[src/rtl/axil_slave_bridge_pkg.sv]
// Shared definitions for the AXI4-Lite slave bridge: response codes and
// the state encodings of the independent write and read controllers.
package axil_slave_bridge_pkg;

   localparam logic [1:0] RESP_OKAY   = 2'b00;
   localparam logic [1:0] RESP_EXOKAY = 2'b01;
   localparam logic [1:0] RESP_SLVERR = 2'b10;
   localparam logic [1:0] RESP_DECERR = 2'b11;

   typedef enum logic [1:0] {
      W_IDLE  = 2'd0,
      W_ISSUE = 2'd1,
      W_WAIT  = 2'd2,
      W_RESP  = 2'd3
   } wr_state_t;

   typedef enum logic [1:0] {
      R_IDLE  = 2'd0,
      R_ISSUE = 2'd1,
      R_WAIT  = 2'd2,
      R_RESP  = 2'd3
   } rd_state_t;

endpackage

[src/rtl/axil_slave_bridge_timeout_cnt.sv]
// Saturating cycle counter used to bound the wait for the user side.
// Held at zero while clr is high; expired flags once TIMEOUT_CYC cycles
// have been counted. TIMEOUT_CYC = 0 disables expiry entirely.
module axil_timeout_cnt #(
   parameter int TIMEOUT_CYC = 64
) (
   input  logic aclk,
   input  logic aresetn,
   input  logic clr,
   input  logic en,
   output logic expired
);

   localparam int CW = (TIMEOUT_CYC > 0) ? $clog2(TIMEOUT_CYC + 1) : 1;
   localparam logic [CW-1:0] LIMIT = CW'(TIMEOUT_CYC);

   logic [CW-1:0] cnt;

   // Count enabled cycles, stopping at the limit so expiry stays asserted.
   always_ff @(posedge aclk or negedge aresetn) begin
      if (!aresetn) begin
         cnt <= '0;
      end else if (clr) begin
         cnt <= '0;
      end else if (en && (cnt != LIMIT)) begin
         cnt <= cnt + CW'(1);
      end
   end

   assign expired = (TIMEOUT_CYC > 0) && (cnt == LIMIT);

endmodule

[src/rtl/axil_slave_bridge.sv]
// AXI4-Lite slave bridge: decodes a base/span region, turns each accepted
// write or read into a single-cycle user strobe, waits a variable number
// of cycles for the user acknowledge (bounded by a timeout that yields
// SLVERR), and holds every response until the master accepts it.
module axil_slave_bridge
   import axil_slave_bridge_pkg::*;
#(
   parameter int                    ADDR_WIDTH  = 32,
   parameter int                    DATA_WIDTH  = 32,
   parameter logic [ADDR_WIDTH-1:0] BASE_ADDR   = '0,
   parameter int                    ADDR_SPAN   = 4096,
   parameter int                    TIMEOUT_CYC = 64
) (
   input  logic                      aclk,
   input  logic                      aresetn,
   // write address / data / response
   input  logic [ADDR_WIDTH-1:0]     awaddr,
   input  logic                      awvalid,
   output logic                      awready,
   input  logic [DATA_WIDTH-1:0]     wdata,
   input  logic [DATA_WIDTH/8-1:0]   wstrb,
   input  logic                      wvalid,
   output logic                      wready,
   output logic [1:0]                bresp,
   output logic                      bvalid,
   input  logic                      bready,
   // read address / data
   input  logic [ADDR_WIDTH-1:0]     araddr,
   input  logic                      arvalid,
   output logic                      arready,
   output logic [DATA_WIDTH-1:0]     rdata,
   output logic [1:0]                rresp,
   output logic                      rvalid,
   input  logic                      rready,
   // user write side
   output logic [ADDR_WIDTH-1:0]     user_wr_addr,
   output logic [DATA_WIDTH-1:0]     user_wr_data,
   output logic [DATA_WIDTH/8-1:0]   user_wr_strb,
   output logic                      user_wr_en,
   input  logic                      user_wr_ack,
   input  logic [1:0]                user_wr_resp,
   // user read side
   output logic [ADDR_WIDTH-1:0]     user_rd_addr,
   output logic                      user_rd_en,
   input  logic                      user_rd_valid,
   input  logic [DATA_WIDTH-1:0]     user_rd_data,
   input  logic [1:0]                user_rd_resp
);

   localparam int OFF_W  = $clog2(ADDR_SPAN);
   localparam int STRB_W = DATA_WIDTH / 8;

   // Region hit: the bits above the span offset must match the base.
   function automatic logic in_region(input logic [ADDR_WIDTH-1:0] a);
      return a[ADDR_WIDTH-1:OFF_W] == BASE_ADDR[ADDR_WIDTH-1:OFF_W];
   endfunction

   // Offset inside the region, zero-extended to the full address width.
   function automatic logic [ADDR_WIDTH-1:0] region_offset(input logic [ADDR_WIDTH-1:0] a);
      logic [ADDR_WIDTH-1:0] o;
      o            = '0;
      o[OFF_W-1:0] = a[OFF_W-1:0];
      return o;
   endfunction

   // ---------------------------------------------------------------- write
   wr_state_t             wr_state;
   logic                  aw_full;
   logic                  w_full;
   logic [ADDR_WIDTH-1:0] aw_addr_q;
   logic [DATA_WIDTH-1:0] w_data_q;
   logic [STRB_W-1:0]     w_strb_q;

   logic                  aw_hs;
   logic                  w_hs;
   logic                  aw_have;
   logic                  w_have;
   logic [ADDR_WIDTH-1:0] wr_addr_sel;
   logic [DATA_WIDTH-1:0] wr_data_sel;
   logic [STRB_W-1:0]     wr_strb_sel;
   logic                  wr_to_run;
   logic                  wr_to_expired;

   assign aw_hs   = awvalid && awready;
   assign w_hs    = wvalid  && wready;
   // A half counts as present if held already or arriving this cycle.
   assign aw_have = aw_full || aw_hs;
   assign w_have  = w_full  || w_hs;

   assign wr_addr_sel = aw_hs ? awaddr : aw_addr_q;
   assign wr_data_sel = w_hs  ? wdata  : w_data_q;
   assign wr_strb_sel = w_hs  ? wstrb  : w_strb_q;

   assign wr_to_run = (wr_state == W_ISSUE) || (wr_state == W_WAIT);

   axil_timeout_cnt #(
      .TIMEOUT_CYC (TIMEOUT_CYC)
   ) u_wr_timeout (
      .aclk    (aclk),
      .aresetn (aresetn),
      .clr     (!wr_to_run),
      .en      (wr_to_run),
      .expired (wr_to_expired)
   );

   // Write controller: collect AW and W in any order, issue, await ack, respond.
   always_ff @(posedge aclk or negedge aresetn) begin
      if (!aresetn) begin
         wr_state     <= W_IDLE;
         aw_full      <= 1'b0;
         w_full       <= 1'b0;
         aw_addr_q    <= '0;
         w_data_q     <= '0;
         w_strb_q     <= '0;
         awready      <= 1'b0;
         wready       <= 1'b0;
         bvalid       <= 1'b0;
         bresp        <= RESP_OKAY;
         user_wr_en   <= 1'b0;
         user_wr_addr <= '0;
         user_wr_data <= '0;
         user_wr_strb <= '0;
      end else begin
         case (wr_state)
            W_IDLE: begin
               if (aw_hs) begin
                  aw_full   <= 1'b1;
                  aw_addr_q <= awaddr;
               end
               if (w_hs) begin
                  w_full   <= 1'b1;
                  w_data_q <= wdata;
                  w_strb_q <= wstrb;
               end
               if (aw_have && w_have) begin
                  awready <= 1'b0;
                  wready  <= 1'b0;
                  if (in_region(wr_addr_sel)) begin
                     wr_state     <= W_ISSUE;
                     user_wr_en   <= 1'b1;
                     user_wr_addr <= region_offset(wr_addr_sel);
                     user_wr_data <= wr_data_sel;
                     user_wr_strb <= wr_strb_sel;
                  end else begin
                     wr_state <= W_RESP;
                     bvalid   <= 1'b1;
                     bresp    <= RESP_DECERR;
                  end
               end else begin
                  awready <= !aw_have;
                  wready  <= !w_have;
               end
            end
            W_ISSUE: begin
               user_wr_en <= 1'b0;
               if (user_wr_ack) begin
                  wr_state <= W_RESP;
                  bvalid   <= 1'b1;
                  bresp    <= user_wr_resp;
               end else begin
                  wr_state <= W_WAIT;
               end
            end
            W_WAIT: begin
               if (user_wr_ack) begin
                  wr_state <= W_RESP;
                  bvalid   <= 1'b1;
                  bresp    <= user_wr_resp;
               end else if (wr_to_expired) begin
                  wr_state <= W_RESP;
                  bvalid   <= 1'b1;
                  bresp    <= RESP_SLVERR;
               end
            end
            W_RESP: begin
               if (bready) begin
                  wr_state <= W_IDLE;
                  bvalid   <= 1'b0;
                  bresp    <= RESP_OKAY;
                  aw_full  <= 1'b0;
                  w_full   <= 1'b0;
                  awready  <= 1'b1;
                  wready   <= 1'b1;
               end
            end
            default: wr_state <= W_IDLE;
         endcase
      end
   end

   // ----------------------------------------------------------------- read
   rd_state_t rd_state;
   logic      ar_hs;
   logic      rd_to_run;
   logic      rd_to_expired;

   assign ar_hs     = arvalid && arready;
   assign rd_to_run = (rd_state == R_ISSUE) || (rd_state == R_WAIT);

   axil_timeout_cnt #(
      .TIMEOUT_CYC (TIMEOUT_CYC)
   ) u_rd_timeout (
      .aclk    (aclk),
      .aresetn (aresetn),
      .clr     (!rd_to_run),
      .en      (rd_to_run),
      .expired (rd_to_expired)
   );

   // Read controller: accept AR, issue, await valid, hold data until rready.
   always_ff @(posedge aclk or negedge aresetn) begin
      if (!aresetn) begin
         rd_state     <= R_IDLE;
         arready      <= 1'b0;
         rvalid       <= 1'b0;
         rdata        <= '0;
         rresp        <= RESP_OKAY;
         user_rd_en   <= 1'b0;
         user_rd_addr <= '0;
      end else begin
         case (rd_state)
            R_IDLE: begin
               if (ar_hs) begin
                  arready <= 1'b0;
                  if (in_region(araddr)) begin
                     rd_state     <= R_ISSUE;
                     user_rd_en   <= 1'b1;
                     user_rd_addr <= region_offset(araddr);
                  end else begin
                     rd_state <= R_RESP;
                     rvalid   <= 1'b1;
                     rdata    <= '0;
                     rresp    <= RESP_DECERR;
                  end
               end else begin
                  arready <= 1'b1;
               end
            end
            R_ISSUE: begin
               user_rd_en <= 1'b0;
               if (user_rd_valid) begin
                  rd_state <= R_RESP;
                  rvalid   <= 1'b1;
                  rdata    <= user_rd_data;
                  rresp    <= user_rd_resp;
               end else begin
                  rd_state <= R_WAIT;
               end
            end
            R_WAIT: begin
               if (user_rd_valid) begin
                  rd_state <= R_RESP;
                  rvalid   <= 1'b1;
                  rdata    <= user_rd_data;
                  rresp    <= user_rd_resp;
               end else if (rd_to_expired) begin
                  rd_state <= R_RESP;
                  rvalid   <= 1'b1;
                  rdata    <= '0;
                  rresp    <= RESP_SLVERR;
               end
            end
            R_RESP: begin
               if (rready) begin
                  rd_state <= R_IDLE;
                  rvalid   <= 1'b0;
                  rdata    <= '0;
                  rresp    <= RESP_OKAY;
                  arready  <= 1'b1;
               end
            end
            default: rd_state <= R_IDLE;
         endcase
      end
   end

endmodule

[config.mk]
export PLATFORM = sky130hd
export DESIGN_NAME = axil_slave_bridge
export DESIGN_NICKNAME = d
export VERILOG_FILES = /design/src/rtl/axil_slave_bridge_pkg.sv /design/src/rtl/axil_slave_bridge_timeout_cnt.sv /design/src/rtl/axil_slave_bridge.sv
export SDC_FILE = /design/constraint.sdc
export NUM_CORES = 1
export LEC_CHECK = 0
export ABC_AREA = 1
export BUFFER_PORTS_ARGS = -buffer_cell sky130_fd_sc_hd__clkbuf_2
export CELL_PAD_IN_SITES_DETAIL_PLACEMENT = 0
export CELL_PAD_IN_SITES_GLOBAL_PLACEMENT = 1
export CORE_ASPECT_RATIO = 0.5
export CORE_MARGIN = 2
export CORE_UTILIZATION = 41
export DETAILED_ROUTE_END_ITERATION = 6
export PLACE_DENSITY_LB_ADDON = 0.1
export SETUP_SLACK_MARGIN = 0.1
export SLEW_MARGIN = 20
export SYNTH_ARGS = -nofsm -noshare
export SYNTH_HDL_FRONTEND = slang
export SYNTH_HIERARCHICAL = 1
export SYNTH_SLANG_ARGS = --single-unit
export TNS_END_PERCENT = 1
[constraint.sdc]
create_clock -name aclk -period 3.49 [get_ports aclk]
set_clock_uncertainty 0.2 [all_clocks]
set_input_delay 0.698 -clock aclk [delete_from_list [all_inputs] [get_ports aclk]]
set_output_delay 0.698 -clock aclk [all_outputs]
set_load 0.005 [all_outputs]
==> run summary <==
The run finished with clean final reports. CTS built an H-tree with a depth of 4. In this run the clock root is driven by a sky130_fd_sc_hd__clkbuf_16.

The max-slew headroom at the worst pin is 0.527, and the synthesis-stage register bit count is 191. VDD sags by at most 367 µV. After the first detailed-routing iteration, the DRC count stood at 475.

The logs give 0 for the overall overflow remaining after global route and 0.73 ns for the worst reg-to-reg setup slack. Die area: 23600 µm². The part of the Yosys area used for sequential elements is 0.523, and the share of flip-flops with an asynchronous set or reset after synthesis is 1.00. In this run the worst path has a maximum fanout of 37. Across the run, the number of max-cap violations was 0.

The cell depth of the worst min-delay path works out to 2. The power density relative to cell area is 729 nW/µm². In this run the critical register-to-register path is captured at rdata[21]$_DFFE_PN0P_. Clock latency on the worst-skew pair, taken at its later pin, is 0.44 ns.

Number of port buffers: 247. After layout, the design draws a total of 8.11 mW. Buffers added to address setup during post-CTS repair amount to 0. The post-synthesis cell type count is 41.

The length of the first detailed-routing pass in iterations is 4, and the number of pins with negative max-slew slack in the final report is 0. Dividing the synthesized area by the synthesized cell count gives 9.03 µm². In the final routed layout, each cell accounts on average for 14.2 µm. The initial antenna violation count was 1; the total number of nets in the final design was 1403.

For the internal power, the log shows 5.10 mW. Entering global routing, the biggest net connects 82 pins. The clock period could shrink to 2.76 ns.

The number of top-level pins is 288, and the worst reg-to-reg path cell count is 14. In the post-synthesis netlist, the biggest area contributors are sky130_fd_sc_hd__dfrtp_1 (52%), sky130_fd_sc_hd__nand2_1 (9.2%), sky130_fd_sc_hd__nor2_1 (5.9%). The logs give 7236 for the overall via count from detail_route and 0 for the number of endpoints with negative hold slack in the final report. The logs give 0.788 for the final weighted congestion of routability-driven global placement and 3.61 ns for the required time of the worst setup path. The startpoint of the tightest hold check path was aw_addr_q[7]$_DFFE_PN0P_. The count of nets left with antenna violations once routing finished came out at 0.

Yosys mapped a number of flops with a built-in enable equal to 0. Setup slack closes at 0.732 ns. The longest clock path from root to sink contains 2 buffers. In this run the cell area measured after placement is 10500 µm².

For this run, the top clock speed supported by timing is 0.363 GHz. The fraction of final layout cells with drive strength greater than 1 works out to 0.282. The tools report the number of global-route vias before repair as 7050.

The vertical die dimension was 110 µm. The analysis attributes to net switching a power of 3.01 mW. For the relative contribution of the clock network to total power, the log shows 0.272. After clock tree synthesis, the clock-pin slew on the worst setup and hold paths is 0.07 ns.

Startpoint-to-endpoint class of the critical path: reg -> reg. From left edge to right edge, the die measures 215 µm. Cell with the most instances after synthesis: sky130_fd_sc_hd__nand2_1. The average vias per placed instance was 4.64; the count of clock tree sinks was 191. The detailed placer's ending HPWL is 16100 µm, and the sequential share of power is 0.378. TritonCTS built the clock tree. The worst setup path is captured at a register.

From synthesis to final layout, the design area changed by 21.8%. Clock tree synthesis inserted a total of 17 buffers. The commonest cells after synthesis are sky130_fd_sc_hd__nand2_1 (225), sky130_fd_sc_hd__dfrtp_1 (191), sky130_fd_sc_hd__nor2_1 (143), sky130_fd_sc_hd__o21ai_0 (102), sky130_fd_sc_hd__mux2i_1 (48).

At the pin with the least slew margin, the transition time is 0.710 ns. The final sum of negative setup slack came out at 0 ns. The worst register-to-register path begins at u_rd_timeout/cnt[0]$_DFFE_PN0P_. The run gives 6 as the synthesis warning total. For this run, the leading register cell type out of synthesis is sky130_fd_sc_hd__dfrtp_1.

The starting utilization of the core area is 0.420, and the number of antenna cells inserted is 0. Final worst-path cycle share: 0.790. The run gives 0.194 as the total routing resource utilization after global routing. The path class of the tightest hold or removal check is reg -> reg. For the area of all placed cells without fillers, the log shows 11100 µm².

For the hold buffer count at CTS, the log shows 1. The area share of the largest cell type after synthesis was 0.523; the number of endpoints failing setup at the final stage was 0. The run gives 0.285 ns as the smallest hold slack. Final-layout fill cell count: 2117.

After synthesis the cells add up to 9150 µm². The tools report the worst hold endpoint as aw_addr_q[7]$_DFFE_PN0P_. The first global-routing pass estimated 36100 µm of wire.

After clock tree synthesis, the repair step resized 0 gates. The critical path arrival is 2.87 ns. The number of design rule violations left after detail routing is 0, and the switching share of power is 0.371. Setup repair after global routing left no endpoint under its margin. The logs give 0.351 for the proportion of power drawn by combinational gates and 1013 for the post-synthesis instance total.

The floorplan has 38 rows. Pre-CTS worst setup slack: 0.438 ns. For this design the static power due to leakage is 5.90 nW. The nature of the critical path startpoint was a register.

Wires add up to 22200 µm. The floorplan step defined a core boundary enclosing 21800 µm². The largest area contributor in the synthesized netlist is sky130_fd_sc_hd__dfrtp_1.
[metal layers]
metal,up-vias,GRT usage,routed length (µm)
met5,-,0,0
met4,0,0.0621,252
met3,22,0.0473,1240
met2,166,0.307,10200
met1,3366,0.265,10500
li1,3682,-,-
[final cells by class]
cell class	count	area, µm²	area share
clock buffers	20	447	0.0401
clock inverters	11	213	0.0191
inverters	53	204	0.0183
multi-input cells	718	3700	0.332
flip-flops and latches	191	4780	0.429
well taps	300	375	0.0337
repair buffers	265	1420	0.128
[layout by cell type (no fill, tap or decap), drive strengths merged]
cell and count:
conb 40, mux2i 48, clkinv 8, inv 50
dlygate4sd3 1, o211ai 1, ha 12, o21ai 108
clkbuf 267, a211oi 2, nor3 4, nand4 6
dfrtp 191, nand2 230, a221oi 1, a21oi 56
a31oi 14, buf 17, o22ai 2, nor2 147
bufinv 6, xor2 4, nor4 1, o21a 1
nand3 41
[sequential cells by signal, summed over array words and instances, names as in the netlist, 2 cells and up]
signal            count
rresp                 2
u_wr_timeout/cnt      7
rd_state              2
aw_addr_q            32
rdata                32
user_wr_addr         12
w_strb_q              4
user_wr_data         32
user_wr_strb          4
w_data_q             32
user_rd_addr         12
bresp                 2
wr_state              2
u_rd_timeout/cnt      7
[power groups by stage]
stage	clock [mW]	sequential (mW)	combinational [mW]
final	2.20	3.06	2.84
after CTS	2.27	3.06	2.88
after floorplan	0	3.04	2.13
after detailed placement	0	3.10	2.87
after global placement	0	3.08	2.83
after global routing	2.35	3.13	3.30
[worst max-delay path, cell delays in order (launching register included)]
cell and delay (ns):
sky130_fd_sc_hd__dfrtp_1 0.42, sky130_fd_sc_hd__inv_1 0.09, sky130_fd_sc_hd__ha_1 0.15, sky130_fd_sc_hd__nand2_1 0.05, sky130_fd_sc_hd__inv_1 0.06, sky130_fd_sc_hd__nand3_2 0.11
sky130_fd_sc_hd__inv_1 0.09, sky130_fd_sc_hd__nor2_1 0.04, sky130_fd_sc_hd__a211oi_1 0.39, sky130_fd_sc_hd__nand2_1 0.10, sky130_fd_sc_hd__inv_1 0.10, sky130_fd_sc_hd__nand2_2 0.36
sky130_fd_sc_hd__buf_4 0.36, sky130_fd_sc_hd__nand2_1 0.07, sky130_fd_sc_hd__o21ai_0 0.07
[how the worst max path moves through the flow]
stage,start,end,slack (ns)
6_report,u_rd_timeout/cnt[0]$_DFFE_PN0P_,rdata[21]$_DFFE_PN0P_,0.73
5_1_grt,rd_state[0]$_DFFE_PN0P_,rdata[11]$_DFFE_PN0P_,0.35
4_1_cts,u_rd_timeout/cnt[0]$_DFFE_PN0P_,rdata[21]$_DFFE_PN0P_,0.70
3_5_place_dp,awvalid,user_wr_addr[5]$_DFFE_PN0P_,0.44
3_3_place_gp,awvalid,user_wr_addr[2]$_DFFE_PN0P_,0.48
2_1_floorplan,awvalid,user_wr_data[30]$_DFFE_PN0P_,1.04
[logic make-up (layout without fill, tap and decap cells)]
family          Yosys count  count (layout)  synth area share
mux                      48              48            0.0525
xor+xnor                  4               4           0.00383
other cells               1              40          0.000410
flops                   191             191             0.523
compound gates          185             185             0.122
buf+inv                 143             349            0.0902
simple gates            429             429             0.192
fa+ha+maj                12              12            0.0164
[metrics by stage]
step                utilization  instances
finish                    0.511       1558
global route              0.511       1558
CTS                       0.511       1558
detailed placement        0.481       1526
global placement          0.481       1526
floorplan                     -       1052
No activity file was read; power rests on OpenSTA's default activity.
